===== src/rtl/id_ex_bubble_reg.sv =====
// ID/EX pipeline register with bubble insertion for load-use hazards,
// branch flushes and multi-cycle stall requests, plus the IF/ID stall.
// Optional feature macro: BUBBLE_COUNT_EN enables a saturating counter
// of inserted bubbles on bubble_count; without it bubble_count is 0.
module id_ex_bubble_reg #(
    parameter int CTRL_W    = 32,
    parameter int INSTR_W   = 32,
    parameter int PC_W      = 32,
    parameter int MAX_STALL = 4,
    parameter int CNT_W     = 16
) (
    input  logic                             Clk,
    input  logic                             Reset,
    input  logic [CTRL_W-1:0]                ctrl_in,
    input  logic [INSTR_W-1:0]               instr_in,
    input  logic [PC_W-1:0]                  pc_in,
    input  logic                             valid_in,
    input  logic                             hazard,
    input  logic                             multi_stall_req,
    input  logic [$clog2(MAX_STALL+1)-1:0]   multi_stall_len,
    input  logic                             flush,
    input  logic                             hold,
    output logic [CTRL_W-1:0]                ctrl_out,
    output logic [INSTR_W-1:0]               instr_out,
    output logic [PC_W-1:0]                  pc_out,
    output logic                             valid_out,
    output logic                             bubble_out,
    output logic                             stall_fetch,
    output logic [CNT_W-1:0]                 bubble_count
);

    localparam int LEN_W = $clog2(MAX_STALL + 1);
    // Stall down-counter is at least two bits wide.
    localparam int SC_W  = (LEN_W > 2) ? LEN_W : 2;

    typedef enum logic {RUN, STALL} state_t;

    state_t              state;
    logic [SC_W-1:0]     cnt;
    logic [CTRL_W-1:0]   ctrl_p1;
    logic [INSTR_W-1:0]  instr_p1;
    logic [PC_W-1:0]     pc_p1;
    logic                vld_p1;
    logic                bubble_p1;
    logic                load_bubble;
    logic                capture;
    logic [SC_W-1:0]     n_eff;

    // Requested stall length forced into 1..MAX_STALL.
    function automatic logic [SC_W-1:0] clamp_len(input logic [LEN_W-1:0] len);
        if (len == '0)
            return SC_W'(1);
        else if (int'(len) > MAX_STALL)
            return SC_W'(MAX_STALL);
        else
            return SC_W'(len);
    endfunction

    assign n_eff = clamp_len(multi_stall_len);

    // Decide whether this edge loads a bubble, captures ID, or freezes.
    always_comb begin
        load_bubble = 1'b0;
        capture     = 1'b0;
        if (flush)
            load_bubble = 1'b1;
        else if (hold)
            load_bubble = 1'b0;
        else if (state == RUN) begin
            if (hazard || multi_stall_req)
                load_bubble = 1'b1;
            else
                capture = 1'b1;
        end else
            load_bubble = 1'b1;
    end

    // IF/ID must hold whenever this register will not consume the ID slot.
    assign stall_fetch = !flush &&
                         (hold || (state == STALL) ||
                          ((state == RUN) && (hazard || multi_stall_req)));

    // ID -> EX boundary: payload registers and the bubble sequencer.
    always_ff @(posedge Clk) begin
        if (Reset) begin
            ctrl_p1   <= '0;
            instr_p1  <= '0;
            pc_p1     <= '0;
            vld_p1    <= 1'b0;
            bubble_p1 <= 1'b0;
            state     <= RUN;
            cnt       <= '0;
        end else begin
            if (load_bubble) begin
                ctrl_p1   <= '0;
                instr_p1  <= '0;
                pc_p1     <= '0;
                vld_p1    <= 1'b0;
                bubble_p1 <= 1'b1;
            end else if (capture) begin
                ctrl_p1   <= ctrl_in;
                instr_p1  <= instr_in;
                pc_p1     <= pc_in;
                vld_p1    <= valid_in;
                bubble_p1 <= 1'b0;
            end

            if (flush) begin
                state <= RUN;
                cnt   <= '0;
            end else if (!hold) begin
                if (state == RUN) begin
                    if (!hazard && multi_stall_req && (n_eff >= SC_W'(2))) begin
                        state <= STALL;
                        cnt   <= n_eff - SC_W'(1);
                    end
                end else begin
                    if (cnt == SC_W'(1)) begin
                        state <= RUN;
                        cnt   <= '0;
                    end else
                        cnt <= cnt - SC_W'(1);
                end
            end
        end
    end

    assign ctrl_out   = ctrl_p1;
    assign instr_out  = instr_p1;
    assign pc_out     = pc_p1;
    assign valid_out  = vld_p1;
    assign bubble_out = bubble_p1;

`ifdef BUBBLE_COUNT_EN
    logic [CNT_W-1:0] bubble_count_p1;

    function automatic logic [CNT_W-1:0] sat_inc(input logic [CNT_W-1:0] v);
        return (&v) ? v : v + CNT_W'(1);
    endfunction

    // Saturating count of every bubble loaded, whatever its cause.
    always_ff @(posedge Clk) begin
        if (Reset)
            bubble_count_p1 <= '0;
        else if (load_bubble)
            bubble_count_p1 <= sat_inc(bubble_count_p1);
    end

    assign bubble_count = bubble_count_p1;
`else
    assign bubble_count = '0;
`endif

endmodule


===== config.mk =====
export PLATFORM = sky130hd
export DESIGN_NAME = id_ex_bubble_reg
export DESIGN_NICKNAME = d
export VERILOG_FILES = /design/src/rtl/id_ex_bubble_reg.sv
export SDC_FILE = /design/constraint.sdc
export NUM_CORES = 1
export LEC_CHECK = 0
export ABC_AREA = 1
export CORE_MARGIN = 10
export CORE_UTILIZATION = 38
export DETAILED_ROUTE_END_ITERATION = 10
export PLACE_DENSITY = 0.8
export SLEW_MARGIN = 20
export SYNTH_ARGS = -nofsm -noshare
export SYNTH_HDL_FRONTEND = slang
export SYNTH_SLANG_ARGS = --single-unit

===== constraint.sdc =====
create_clock -name Clk -period 1.5 [get_ports Clk]
set_clock_uncertainty 0.1 [all_clocks]
set_input_delay 0.3 -clock Clk [delete_from_list [all_inputs] [get_ports Clk]]
set_output_delay 0.3 -clock Clk [all_outputs]
set_load 0.005 [all_outputs]

======== Word-level counts from Yosys, hierarchy flattened ========
Index checks and enable logic that the tools add are counted.
storage, ports and cells
  register bits after elaboration ......... 102
  latch bits .............................. 0
  memory bits (writable) .................. 0
  memory bits (read-only) ................. 0
  output and inout bits ................... 115
  word-level logic and storage cells ...... 47
  memories ................................ 0
cells by class
  $add $sub $neg .......................... 2
  multipliers ............................. 0
  div/mod/pow operators ................... 0
  magnitude comparators ................... 2
  equal/unequal tests ..................... 1
  shift operators ......................... 0
  muxes and demuxes ....................... 18
  bitwise operators ....................... 2
  reductions and logical operators ........ 15
operators with widths
  kind                                                                   number
  3-bit 2-to-1 mux                                                       5
  1-bit 2-to-1 mux                                                       13
  3-bit by 1-bit subtractor with 3-bit output, second input constant     2
  1-bit logical AND                                                      4
  2-bit nonzero test                                                     2
  2-bit OR reduction                                                     2
  3-bit by 1-bit equality test with 1-bit output, second input constant  1
  3-bit by 2-bit >= comparator with 1-bit output, second input constant  1
  3-bit greater-than comparator, second input constant                   1
  3-bit zero test                                                        1
  1-bit logical OR                                                       3
  1-bit zero test                                                        2
  1-bit inverter                                                         2
  2-bit AND reduction                                                    1

======== Depth between registers and ports, before layout ========
  depth in word-level cells ............... 7
  gate-level depth with buffers ........... 11

======== Worst setup path before layout ========
No wires, ideal clock.
  path type ............................... flip-flop to flip-flop
  start ................................... register state
  end ..................................... register ctrl_p1[20], in the netlist ctrl_out[20]
  arrival time ............................ 1170 ps
  setup slack ............................. 111 ps
  cell stages (with the launch flop) ...... 9
  buffers on the path ..................... 2
  cells stage by stage .................... dfxtp_1 nor2_1 nand2_2 nor2_1 nand2_2 buf_4 buf_2 nand2_1 a21oi_1
on the way
  cells in the longest elaborated chain, start to end .. 4
  elaborated cells on any way between the ends .. 7
RTL lines
  element                       RTL line  source
  start, declared               38        state_t state;
  start signal, assigned        91        state <= RUN;
  start signal, assigned        109       state <= RUN;
  start signal, assigned        114       state <= STALL;
  1-bit 2-to-1 mux              69        else if (state == RUN) begin
  1-bit 2-to-1 mux              67        else if (hold)
  1-bit 2-to-1 mux              65        if (flush)
  2-bit OR reduction (no line)  --
  end signal, assigned          101       ctrl_p1 <= ctrl_in;
  end, declared                 40        logic [CTRL_W-1:0] ctrl_p1;
Several ways; a longest one is shown, not always the timed one.
A chain may end at the register's enable or synchronous reset.

======== Worst setup path after layout ========
  start ................................... register state
  end ..................................... register instr_p1[28], in the netlist instr_out[28]
on the way
  cells in the longest elaborated chain, start to end .. 4
  elaborated cells on any way between the ends .. 7
RTL lines
  element                       RTL line  source
  1-bit 2-to-1 mux              69
  1-bit 2-to-1 mux              67
  1-bit 2-to-1 mux              65
  2-bit OR reduction (no line)  --
  end signal, assigned          102       instr_p1 <= instr_in;
  end, declared                 41        logic [INSTR_W-1:0] instr_p1;
Several ways; a longest one is shown, not always the timed one.

==> impl_results.md <==
* Crit path launch type: flip-flop
* Placeable core area at 0.00977 mm²
* Crit-path most repeated cell: buf_6
* Synth top area share at 0.534
* TritonCTS clock tree: done
* Final worst-path cycle share at 1.09
* Multi-input combinational cell area at 0.00226 mm²
* Average detailed-routed wire length per instance at 18.5 µm
* Worst setup startpoint: state
* Sequential cell area fraction in the yosys report at 0.534
* Total of buffers placed on input and output ports at 204
* IR drop worst, VDD at 494 µV
* Reg area at 0.00205 mm²
* Highest achievable clock rate at 610 MHz
* Worst slack at placement at -0.481 ns
* Cell taking the most area after synthesis: dfxtp_1
* DRT antenna net count at 0
* Synthesis warning total at 0
* Total negative setup slack at -3.99 ns
* Setup repair after global routing missed its margin: true
* Clock tree root buffer cell: clkbuf_8
* Highest net fanout along the worst path at 11
* Number of search-and-repair iterations in the first detailed-routing pass at 4
* Buffer and inverter count on the worst path at 3
* Synth Area in Adders at 0.0131
* Crit path capture: instr_out[28]
* Number of cells traversed by the worst register-to-register path at 8
* Cells along the critical path: nor2_2, nand2_2, buf_6, nor3_4, buf_6, bufbuf_16, nand2_1, a21oi_1
* Critical path required time at 1.67 ns
* Start point of the worst min-delay path: pc_out[23]
* Via count at 4211
* Detailed-route wire length at 15.9 mm
* Worst-path cell with the longest stage delay: dfxtp_2
* Top-Level Pins at 221
* Cell with the most instances after synthesis: nand2_1
* Worst hold stages at 2
* CTS H-tree depth at 3
* Startpoint of the worst-slack reg-to-reg timing path: state
* Fraction of power spent switching nets at 0.246
* Fraction of power consumed by the clock network at 0.346
* Post-synthesis simple-gate area fraction at 0.229
* Via count of the first global-routing pass at 4126
* Clock-pin transition on the worst setup and hold timing paths at 0.10 ns
* Multiplexer share of the synthesized area at 0
* Starting density of the core at 0.391
* Reg-to-Reg End: instr_out[28]
* Leak Pwr at 0.00325 µW
* Pins Over Slew Limit at 0
* Register share of total power at 0.516
* Flop2flop setup slack at -0.14 ns
* Max-Cap Viols at 0
* Reported net switching power at 1300 µW
* Synthesized instance count at 501
* Cell area after technology mapping at 0.00383 mm²
* Dominant delay contributor by cell family on the critical path: buffers and inverters
* DRC viols at 0
* Internal power of the cells at 3990 µW
* Mean Syn Cell Area at 7.64 µm²
* Distinct cell type count after synthesis at 17
* Antenna violations before repair at 0
* Overall power consumption at 5290 µW
* Deepest clock path buffer count at 2
* Aggregate global routing overflow at 0
* Data arrival, critical path at 1.81 ns
* Total setup violations reported at the end of the flow at 98
* Flip-flop and latch count after synthesis at 102
* Class of the tightest hold or removal check: flip-flop to flip-flop
* Floorplan die height at 120 µm
* Ratio of routed vias to standard cells at 4.90
* Delay of the slowest cell on the worst path at 0.33 ns
* Pin count of the biggest net entering global routing at 53
* PwrDens at 732 mW/mm²
* Number of antenna cells inserted at 0
* Shortest period the worst path allows at 1.64 ns
* Count of endpoints failing hold in the final timing report at 0
* Part of the total power dissipated in combinational logic at 0.137
* Wire length of the first global-routing pass at 21.6 mm
* Synth Flop Type: dfxtp_1
* # fillers at 732
* Total stage count of the critical path at 8
* Min setup slack post-route at -0.140 ns
* Critical path capture point type: flip-flop
* Detailed placement HPWL at 9.74 mm
* Top post-synthesis cells by count: 211 x nand2_1, 102 x dfxtp_1, 100 x a21oi_1
* Xor-xnor portion of the synthesized cell area at 0.00229
* Number of CTS-inserted buffers at 9
* Placed Instances at 824
* Area growth from synthesis to layout at 89.1%
* Number of synthesized flops with an enable pin at 0
* All-layer global routing usage at 0.185
* Cell Rows at 36
* Drt initial violations at 160
* Area of the die at 0.0145 mm²
* Failing checks: negative setup slack
* Horizontal die dimension at 120 µm
* Biggest area contributors in the synthesized netlist: dfxtp_1 53%, nand2_1 21%, a21oi_1 13%
* Result of the run: finished with violations
* Fraction of the mapped netlist area in compound gates at 0.141
* Clock sinks at 102
* Layout net count at 831
* Latest clock arrival within the worst-skew pair at 0.36 ns
* Final Non-Filler Cells at 859
* Fraction of layout instances using a drive strength above 1 at 0.295
* Combinational family with the most area after synthesis: simple AND/OR/NAND/NOR gates
* Type of the worst setup path: flip-flop to flip-flop
* Routability cong. at 0.807
* Fraction of registers with async set/reset at 0
[registers in the layout, indices dropped and copies added (netlist names)]
| signal | flops |
|---|---|
| cnt | 3 |
| bubble_out | 1 |
| valid_out | 1 |
| instr_out | 32 |
| pc_out | 32 |
| ctrl_out | 32 |
| state | 1 |
[cell families (layout without fill, tap and decap cells)]
kind of cell,Yosys count,in the layout
AOI/OAI and AO/OA,107,107
xor gates and xnor gates,1,1
adders and majority gates,4,4
buffers and inverters,58,268
DFF,102,102
other,1,16
and+or+nand+nor,228,228
[stage by stage]
| step | utilization | instance area, µm² | hold slack (ns) |
|---|---|---|---|
| after global placement | 0.618 | 6040 | 0.350 |
| after global routing | 0.740 | 7240 | 0.362 |
| after detailed placement | 0.618 | 6040 | 0.356 |
| after CTS | 0.659 | 6440 | 0.356 |
| after floorplan | - | 3880 | 0.269 |
| final | 0.740 | 7240 | 0.369 |
[power by group through the flow]
stage	Sequential [µW]	Combinational [µW]	Clock, µW
finish	2730	728	1830
global route	2740	773	1990
CTS	2730	590	1870
detailed placement	2800	542	0
global placement	2800	533	0
floorplan	2800	182	0
[layout make-up]
cell class,count,share of cell area
flip-flops and latches,102,0.283
clock inverters,5,0.00778
repair buffers,240,0.346
well taps,133,0.0230
multi-input cells,356,0.312
inverters,12,0.00623
clock buffers,11,0.0209
[metal layers]
| metal | share of wire | GRT usage | vias to the layer above |
|---|---|---|---|
| met2 | 0.52 | 0.327 | 172 |
| met4 | 0.025 | 0.0769 | 0 |
| met5 | 0 | 0 | - |
| li1 | - | - | 2003 |
| met3 | 0.090 | 0.0833 | 29 |
| met1 | 0.36 | 0.187 | 2007 |
[worst min-delay path by stage]
stage	end
after floorplan	bubble_out
after global placement	ctrl_out[6]
after detailed placement	pc_out[23]
after CTS	instr_out[30]
after global routing	ctrl_out[14]
final	pc_out[23]
[worst min-delay path, stage by stage (launching register included)]
cell     delay [ns]
dfxtp_1        0.32
nand2_1        0.06
a21oi_1        0.05
[placed cells by master, fill, tap and decap left out, types with 3 or more instances in the layout]
| cell type | n |
|---|---|
| a21oi_2 | 75 |
| clkbuf_16 | 5 |
| clkdlybuf4s50_1 | 101 |
| buf_6 | 6 |
| nand2_2 | 25 |
| a21oi_1 | 25 |
| dfxtp_2 | 7 |
| dfxtp_1 | 95 |
| clkbuf_8 | 11 |
| ha_1 | 3 |
| nor2_1 | 10 |
| conb_1 | 16 |
| inv_1 | 11 |
| dlymetal6s2s_1 | 3 |
| nand2_4 | 47 |
| nand2_1 | 141 |
| buf_4 | 10 |
| buf_12 | 10 |
| dlygate4sd2_1 | 99 |
[timing repair]
item,in CTS,in global routing
hold buffers,0,0
buffers inserted,5,5
resized for setup,136,195
setup endpoints to repair,199,100
cloned,6,6
pin swaps,2,54
No activity file was read; power rests on OpenSTA's default activity.
